**src/rtl/cam_pixel_framer.sv**
```systemverilog
// Camera byte framer: RGB565 byte pairs in, framed RGB444 pixels out, with pixel/line
// position, a kernel code frozen at frame start and a sticky per-frame error flag.
module cam_pixel_framer #(
  parameter int IMG_WIDTH  = 640,
  parameter int IMG_HEIGHT = 480,
  parameter int XW         = $clog2(IMG_WIDTH),
  parameter int YW         = $clog2(IMG_HEIGHT)
) (
  input  logic          clk,
  input  logic          rst_n,
  input  logic          cam_vsync,
  input  logic          cam_href,
  input  logic          cam_byte_valid,
  input  logic [7:0]    cam_data,
  input  logic [2:0]    freq_req,
  output logic          ready_out,
  output logic [11:0]   data_out,
  output logic [2:0]    freq_flag,
  output logic          sof,
  output logic          eol,
  output logic [XW-1:0] x_count,
  output logic [YW-1:0] y_count,
  output logic          frame_err
);
  typedef enum logic [2:0] {SYNC, VBLANK, LINE_WAIT, HI_BYTE, LO_BYTE} state_t;

  typedef struct packed {
    logic          rdy;
    logic          sof;
    logic          eol;
    logic [XW-1:0] x;
    logic [YW-1:0] y;
    logic [11:0]   data;
  } pix_out_t;

  // Counters carry one extra bit so they can sit at the limit and flag overflow.
  localparam logic [XW:0] X_LIM = IMG_WIDTH[XW:0];
  localparam logic [YW:0] Y_LIM = IMG_HEIGHT[YW:0];

  state_t      state_q, state_d;
  logic        vsync_q, vsync_d;
  logic        href_q, href_d;
  logic [7:0]  hi_q, hi_d;
  logic [XW:0] pix_q, pix_d;
  logic [YW:0] line_q, line_d;
  logic [2:0]  freq_q, freq_d;
  logic        err_q, err_d;
  pix_out_t    out_q, out_d;

  logic        byte_ok, vs_fall, href_rise, href_fall;
  logic        end_line, emit;
  logic [11:0] pixel;
  logic        unused_bits;

  assign byte_ok     = cam_href & cam_byte_valid;
  assign vs_fall     = vsync_q & ~cam_vsync;
  assign href_rise   = ~href_q & cam_href;
  assign href_fall   = href_q & ~cam_href;
  assign pixel       = {hi_q[7:4], hi_q[2:0], cam_data[7], cam_data[4:1]};
  assign unused_bits = ^{cam_data[6:5], cam_data[0], hi_q[3]};

  always_comb begin
    state_d  = state_q;
    vsync_d  = cam_vsync;
    href_d   = cam_href;
    hi_d     = hi_q;
    pix_d    = pix_q;
    line_d   = line_q;
    freq_d   = freq_q;
    err_d    = err_q;
    end_line = 1'b0;
    emit     = 1'b0;
    case (state_q)
      SYNC: if (cam_vsync) state_d = VBLANK;
      VBLANK: begin
        if (vs_fall) begin
          freq_d  = (freq_req > 3'd2) ? 3'd2 : freq_req;
          err_d   = 1'b0;
          line_d  = '0;
          state_d = LINE_WAIT;
        end
      end
      LINE_WAIT: begin
        if (href_rise) begin
          pix_d   = '0;
          state_d = HI_BYTE;
          if (line_q >= Y_LIM) err_d = 1'b1;
        end
      end
      HI_BYTE: begin
        if (href_fall) end_line = 1'b1;
        else if (byte_ok) begin
          hi_d    = cam_data;
          state_d = LO_BYTE;
        end
      end
      LO_BYTE: begin
        if (href_fall) begin
          end_line = 1'b1;
          err_d    = 1'b1;
        end else if (byte_ok) begin
          state_d = HI_BYTE;
          if (pix_q < X_LIM) begin
            emit  = (line_q < Y_LIM);
            pix_d = pix_q + 1'b1;
          end else begin
            err_d = 1'b1;
          end
        end
      end
      default: state_d = SYNC;
    endcase

    if (end_line) begin
      state_d = LINE_WAIT;
      if (pix_q < X_LIM) err_d = 1'b1;
      if (line_q < Y_LIM) line_d = line_q + 1'b1;
    end

    // vsync overrides everything; an open line is aborted and its pixel dropped.
    if (cam_vsync && state_q != SYNC) begin
      state_d = VBLANK;
      emit    = 1'b0;
      if ((state_q == HI_BYTE || state_q == LO_BYTE) && cam_href) err_d = 1'b1;
    end

    out_d     = out_q;
    out_d.rdy = 1'b0;
    out_d.sof = 1'b0;
    out_d.eol = 1'b0;
    if (emit) begin
      out_d.rdy  = 1'b1;
      out_d.data = pixel;
      out_d.x    = pix_q[XW-1:0];
      out_d.y    = line_q[YW-1:0];
      out_d.sof  = (pix_q == '0) && (line_q == '0);
      out_d.eol  = (pix_q == X_LIM - 1'b1);
    end
  end

  always_ff @(posedge clk or negedge rst_n) begin
    if (!rst_n) begin
      state_q <= SYNC;
      vsync_q <= 1'b0;
      href_q  <= 1'b0;
      hi_q    <= '0;
      pix_q   <= '0;
      line_q  <= '0;
      freq_q  <= '0;
      err_q   <= 1'b0;
      out_q   <= '0;
    end else begin
      state_q <= state_d;
      vsync_q <= vsync_d;
      href_q  <= href_d;
      hi_q    <= hi_d;
      pix_q   <= pix_d;
      line_q  <= line_d;
      freq_q  <= freq_d;
      err_q   <= err_d;
      out_q   <= out_d;
    end
  end

  assign ready_out = out_q.rdy;
  assign data_out  = out_q.data;
  assign sof       = out_q.sof;
  assign eol       = out_q.eol;
  assign x_count   = out_q.x;
  assign y_count   = out_q.y;
  assign freq_flag = freq_q;
  assign frame_err = err_q;
endmodule
```
**config.mk**
```make
export PLATFORM = sky130hd
export DESIGN_NAME = cam_pixel_framer
export DESIGN_NICKNAME = d
export VERILOG_FILES = /design/src/rtl/cam_pixel_framer.sv
export SDC_FILE = /design/constraint.sdc
export NUM_CORES = 1
export LEC_CHECK = 0
export ABC_CLOCK_PERIOD_IN_PS = 3400
export CAP_MARGIN = 20
export CORE_UTILIZATION = 50
export CTS_CLUSTER_DIAMETER = 40
export DETAILED_ROUTE_END_ITERATION = 16
export MAX_ROUTING_LAYER = met4
export PLACE_DENSITY = 0.84
export SYNTH_ARGS = -nofsm -noshare
export SYNTH_HDL_FRONTEND = slang
export SYNTH_SLANG_ARGS = --single-unit
```
**constraint.sdc**
```tcl
create_clock -name clk -period 3.4 [get_ports clk]
set_clock_uncertainty 0.05 [all_clocks]
set_input_delay 0.34 -clock clk [delete_from_list [all_inputs] [get_ports clk]]
set_output_delay 0.34 -clock clk [all_outputs]
set_load 0.1 [all_outputs]
```
==> metrics.cfg, run 1 <==
[sta]
timing.fmax_mhz = 394
rsz0062_at_grt = no
hold_viol = 0
max_slew_margin = 0.342
timing.final.crit_share = 0.746
worst_pin_slew_ns = 0.984
fin_setup_tns_ns = 0
finalSetupViolations = 0
timing.final.crit_period_ns = 2.54
slew_viol_final = 0

[clock_tree]
cts_buffers = 9
tritoncts = built
cts.sinks = 71
path_clk_slew_ns = 0.08
clock_latency_ns = 0.35
root_buffer = clkbuf_8
cts_max_level = 3
clockBufferDepth = 2

[floorplanning]
num_rows = 29
dieArea_um2 = 6870
io_pins = 54
die_x_um = 82.9
die_h_um = 82.9
start_util = 0.515
core-area_um2 = 6350

[global_routing]
antenna_found_initial = 0
grt_pass1_vias = 2416
grt_pass1_wl_mm = 11.6
overflow = 0
grt_max_degree = 29
grt_usage = 0.217

[worst_setup_path]
rr_startpoint = state_q[2]
cp_slowest_cell = dfrtp_1
required_ns = 3.58
reg2reg_slack_ns = 0.86
crit_chain = or3b_4 > or4_4 > nor3_4 > buf_4 > mux2_2
cp-endpoint = data_out[9]
crit_start = state_q[2]
setup.worst_path.start_class = register
arrival_ns = 2.71
endpoint_kind = register
cpPeakStageDelay_ns = 0.56
r2r_end = data_out[9]
ff2ff_path_depth = 5
crit_path_max_fanout = 16
path_class = reg -> reg

[power]
swShare = 0.362
p_per_area_nw_per_um2 = 584
power.share.sequential = 0.439
finalPower_w = 0.00239
switchingPower_w = 0.000865
irDropWorstVdd_v = 0.000363
clkPwrFrac = 0.287
p_leak_nw = 1.82
internal_power_w = 0.00152
p_comb_frac = 0.274

[synth]
synth_mux_area_frac = 0.156
synthCells = 280
synth_warnings = 0
synth.avg_cell_area_um2 = 11.7
yosysUniqueCellTypes = 48
synth_edf_count = 0
synthSimpleGateAreaFrac = 0.164
synth_top_family_by_area = simple AND/OR/NAND/NOR gates
synth_flop_cell = dfrtp_1
yosysSeqAreaShare = 0.543
synth_compound_gate_area_share = 0.0841
ys_ff_latch = 71
syn_nets = 300
mappedNetlistArea_um2 = 3270
synth-adder-area-share = 0.0153
ys_async_sr_fraction = 1.00
synth_xor_area_frac = 0.00535

[detailed_routing]
drt_iter0_markers = 159
drt_pass1_iterations = 4
wl_mm = 6.64
drc = 0
post_drt_wl_per_cell_um = 15.8
via_per_inst = 5.76
drtAntennaViolNets = 0
num_vias = 2415

[finish]
area_growth_pct = 24.7
final_cell_area_um2 = 4080
layout-drive-gt1-share = 0.202
fillers = 472
utilization = 0.643
antenna_cells = 0
nets = 357

[placement]
place_area_um2 = 3870
finalWeightedCongestion = 0.807
dp_hpwl_mm = 4.63
io_buffer_count = 53

[status]
status = finished, final reports clean

[min_path]
holdCritPathClass = reg -> reg

[run]
drv_cap = 0

worst min-delay path by stage:
stage	cells past startpoint	to	startpoint
after global routing	2	freq_flag[0]	freq_flag[0]
after floorplan	0	data_out[0]	rst_n
after CTS	2	freq_flag[0]	freq_flag[0]
after global placement	1	pix_q[6]	rst_n
after detailed placement	1	pix_q[6]	rst_n
final	2	freq_flag[0]	freq_flag[0]
cell type report:
| class | instances | area [um^2] | share of cell area |
|---|---|---|---|
| clock buffers | 9 | 124 | 0.0303 |
| multi-input cells | 186 | 1390 | 0.340 |
| well taps | 77 | 96.3 | 0.0236 |
| repair buffers | 61 | 588 | 0.144 |
| clock inverters | 7 | 80.1 | 0.0196 |
| flip-flops and latches | 71 | 1780 | 0.435 |
| inverters | 8 | 30.0 | 0.00736 |
power by group through the flow:
stage / sequential, W / combinational (W) / clock, W
after floorplan: 0.00118 / 0.000337 / 0
after global placement: 0.00106 / 0.000624 / 0
after detailed placement: 0.00106 / 0.000642 / 0
after CTS: 0.00105 / 0.000653 / 0.000699
after global routing: 0.00107 / 0.000713 / 0.000734
final: 0.00105 / 0.000653 / 0.000685
worst max-delay path, delay by kind of cell (launching register included):
family / cells / cell delay (ns)
simple gates: 3 / 1.16
flops: 1 / 0.56
mux: 1 / 0.36
buf+inv: 1 / 0.27
stage by stage:
stage                     hold slack [ns]  instances  worst slack [ns]
after floorplan                  -0.00559        280              1.19
after global placement              0.321        402             0.879
after detailed placement            0.326        402             0.804
after CTS                           0.430        419             0.875
after global routing                0.457        419             0.764
final                               0.428        419             0.865
synthesized netlist by cell type, types with 3 or more instances:
cell      number  area, um^2
mux2i_1        7        70.1
nor4_1        11        68.8
o22ai_1        3        18.8
nand3_1        7        35.0
a21oi_1        7        35.0
inv_1          8        30.0
and2_1         4        25.0
o31ai_1        3        22.5
nand2_1       22        82.6
clkbuf_1      12        45.0
o21ai_0        5        25.0
or3_1          3        18.8
nor4b_1        3        26.3
ha_1           4        50.1
a211oi_1       3        22.5
nor3_1         6        30.0
dfrtp_1       71        1780
buf_6          3        33.8
nand2b_1       8        50.1
mux2_2        38         428
o21a_1         3        22.5
nor2_1        11        41.3
nand4_1        4        25.0
state kept, by name (all words and copies together), names as in the netlist:
signal,count
data_out,12
eol,1
frame_err,1
freq_flag,3
hi_q,7
href_q,1
line_q,10
pix_q,11
ready_out,1
sof,1
state_q,3
vsync_q,1
x_count,10
y_count,9
kinds of logic (layout without fill, tap and decap cells):
| group | count (synthesis) | count (layout) |
|---|---|---|
| AO/OA/AOI/OAI | 39 | 39 |
| multiplexers | 46 | 46 |
| XOR/XNOR | 2 | 2 |
| adder cells (fa/ha/maj) | 4 | 4 |
| AND/OR/NAND/NOR | 95 | 95 |
| buffers and inverters | 23 | 85 |
| flip-flops | 71 | 71 |
metal layers:
metal  track usage  routed length, um  part of all wire  vias up
li1              -                  -                 -     1142
met1         0.282               3010              0.45     1192
met2         0.335               3190              0.48       67
met3        0.0388                296             0.045       14
met4        0.0987                142             0.021        0
met5             -                  0                 0        -
placed cells by master, fill, tap and decap left out, types with 3 or more instances in the layout:
master	count
dfrtp_1	71
clkdlybuf4s50_1	52
mux2_2	38
nand2_1	22
nor4_1	11
nor2_1	11
clkbuf_8	9
inv_1	8
nand2b_1	8
nand3_1	7
mux2i_1	7
a21oi_1	7
buf_4	7
nor3_1	6
o21ai_0	5
nand4_1	4
and2_1	4
ha_1	4
a211oi_1	3
o31ai_1	3
o21a_1	3
or3_1	3
nor4b_1	3
o22ai_1	3
what timing repair did:
| action | 4_1_cts | 5_1_grt |
|---|---|---|
| endpoints found under the setup margin | 0 | 0 |
| endpoints found under the hold margin | 26 | 0 |
| hold buffers | 1 | 0 |
| resized for setup | 0 | 0 |
| setup buffers | 0 | 0 |
(Power assumes the default switching activity.)
==> run 2, diff against run 1 <==
--- a/config.mk
+++ b/config.mk
@@ -5,7 +5,7 @@
 export SDC_FILE = /design/constraint.sdc
 export NUM_CORES = 1
 export LEC_CHECK = 0
-export ABC_CLOCK_PERIOD_IN_PS = 3400
+export ABC_CLOCK_PERIOD_IN_PS = 2450
 export CAP_MARGIN = 20
 export CORE_UTILIZATION = 50
 export CTS_CLUSTER_DIAMETER = 40
==> constraint.sdc (replaced) <==
create_clock -name clk -period 2.45 [get_ports clk]
set_clock_uncertainty 0.05 [all_clocks]
set_input_delay 0.245 -clock clk [delete_from_list [all_inputs] [get_ports clk]]
set_output_delay 0.245 -clock clk [all_outputs]
set_load 0.1 [all_outputs]
==> metrics.cfg, run 2 (same netlist as run 1, synthesis figures left out) <==
[clock_tree]
cts_buffers = 9  ; unchanged
cts_max_level = 3  ; unchanged
clockBufferDepth = 2  ; unchanged
tritoncts = built
root_buffer = clkbuf_8
cts.sinks = 71  ; unchanged
path_clk_slew_ns = 0.08  ; about the same
clock_latency_ns = 0.35  ; about the same
cts_resized = 0  ; unchanged

[power]
irDropWorstVdd_v = 0.000504  ; +39%
finalPower_w = 0.00361  ; +51%
switchingPower_w = 0.00119  ; +38%
swShare = 0.330  ; -0.0323
p_leak_nw = 1.96  ; +7.8%
internal_power_w = 0.00242  ; +59%
power.share.sequential = 0.397  ; -0.042
clkPwrFrac = 0.341  ; +0.054
p_per_area_nw_per_um2 = 879  ; +50%
p_comb_frac = 0.262  ; -0.012

[worst_setup_path]
arrival_ns = 2.54  ; -0.17 ns
crit_chain = or3b_4 > or4_4 > nor3_4 > buf_4 > mux2_2
cp_top_family = simple AND/OR/NAND/NOR gates
cpPeakStageDelay_ns = 0.56  ; about the same
endpoint_kind = register
setup.worst_path.start_class = register
cp_slowest_cell = or4_4
crit_path_max_fanout = 8  ; -8
path_class = reg -> reg
required_ns = 2.64  ; -0.94 ns
crit_buf_inv = 1  ; unchanged

[detailed_routing]
drc = 0  ; unchanged
via_per_inst = 5.83  ; +1.2%
wl_met3_um = 370  ; +25%
drtAntennaViolNets = 0  ; unchanged
num_vias = 2479  ; +2.7%
dr_wl_met2_mm = 3.50  ; +9.8%
highest_layer = met4
wl_mm = 7.10  ; +6.9%
drt_pass1_iterations = 4  ; unchanged
drt_iter0_markers = 211  ; +33%
met1_length_mm = 3.09  ; +2.4%
post_drt_wl_per_cell_um = 16.7  ; +5.4%

[sta]
hold_viol = 0  ; unchanged
setup_slack_ns = 0.0974  ; -0.767 ns
fin_hold_ws_ns = 0.355  ; -0.0728 ns
fin_setup_tns_ns = 0  ; unchanged
max_slew_margin = 0.590  ; +0.249
timing.fmax_mhz = 425  ; +7.8%
timing.final.crit_share = 0.960  ; +0.215
worst_pin_slew_ns = 0.599  ; -0.385 ns
slew_viol_final = 0  ; unchanged
finalSetupViolations = 0  ; unchanged
timing.final.crit_period_ns = 2.35  ; -0.183 ns
rsz0062_at_grt = no

[finish]
final_cell_area_um2 = 4110  ; +0.67%
most-common-layout-cells = 71 x dfrtp_1, 50 x buf_4, 38 x mux2_2
largest_reg_flops = 12  ; unchanged
layout-drive-gt1-share = 0.325  ; +0.123
antenna_cells = 0  ; unchanged
area_growth_pct = 25.6
ff_latch_area_um2 = 1780  ; unchanged
final_common_cell = dfrtp_1
fillers = 473  ; +0.21%
nets = 363  ; +1.7%
multiInputGateArea_um2 = 1390  ; unchanged

[floorplanning]
die_x_um = 82.9  ; unchanged
core-area_um2 = 6350  ; unchanged
die_h_um = 82.9  ; unchanged
num_rows = 29  ; unchanged
start_util = 0.515  ; unchanged
dieArea_um2 = 6870  ; unchanged
io_pins = 54  ; unchanged

[global_routing]
grt_pass1_vias = 2492  ; +3.1%
overflow = 0  ; unchanged
antenna_found_initial = 0  ; unchanged
grt_max_degree = 29  ; unchanged
grt_pass1_wl_mm = 11.9  ; +3.0%
grt_usage = 0.227  ; +0.0101

[placement]
dp_hpwl_mm = 4.87  ; +5.2%
dpl_worst_slack_ns = 0.122  ; -0.682 ns
io_buffer_count = 53  ; unchanged
finalWeightedCongestion = 0.816  ; +1.1%
place_area_um2 = 3830  ; -0.97%

[run]
drv_cap = 0  ; unchanged

[min_path]
holdCritPathClass = in -> async

[status]
status = finished, final reports clean

[run 2: cell types whose count changed in the layout (fill, tap and decap cells not counted)]
cell,change
inv_6,-2
bufinv_16,+3
buf_4,+43
clkinvlp_4,-1
clkdlybuf4s50_1,-38
buf_12,+1
[run 2: layout make-up]
class | instances | area share
inverters | 8 | 0.00731
well taps | 77 | 0.0234
repair buffers | 67 | 0.134
multi-input cells | 186 | 0.338
flip-flops and latches | 71 | 0.432
clock inverters | 7 | 0.0353
clock buffers | 9 | 0.0301
[run 2: worst paths after layout]
kind | slack (ns) | end | start | depth (start not counted)
worst min register to register | 0.43 | freq_flag[0] | freq_flag[0] | 2
worst min-delay path | 0.35 | pix_q[4] | rst_n | 2
max in group asynchronous | 1.25 | data_out[0] | rst_n | 3
min in group clk | 0.41 | freq_flag[0] | freq_req[0] | 3
worst max register to register | 0.1 | x_count[7] | state_q[1] | 5
worst max-delay path | 0.1 | x_count[7] | state_q[1] | 5
[run 2: metal layers]
metal | track usage | up-vias
li1 | - | 1158
met1 | 0.277 | 1235
met2 | 0.364 | 70
met3 | 0.0527 | 16
met4 | 0.0972 | 0
met5 | - | -
[run 2: power groups by stage]
stage                     sequential, W  combinational (W)  clock (W)
final                           0.00143           0.000945    0.00123
after global routing            0.00146            0.00101    0.00130
after floorplan                 0.00164           0.000468          0
after global placement          0.00145           0.000900          0
after CTS                       0.00143           0.000943    0.00125
after detailed placement        0.00146           0.000929          0
[run 2: what timing repair did]
action,CTS,global route
buffers inserted,0,0
hold endpoints to repair,20,0
hold buffers,1,0
[run 2: stage by stage]
stage                util  cells
finish              0.647    425
global route        0.647    425
CTS                 0.647    425
detailed placement  0.603    408
global placement    0.603    408
floorplan               -    280
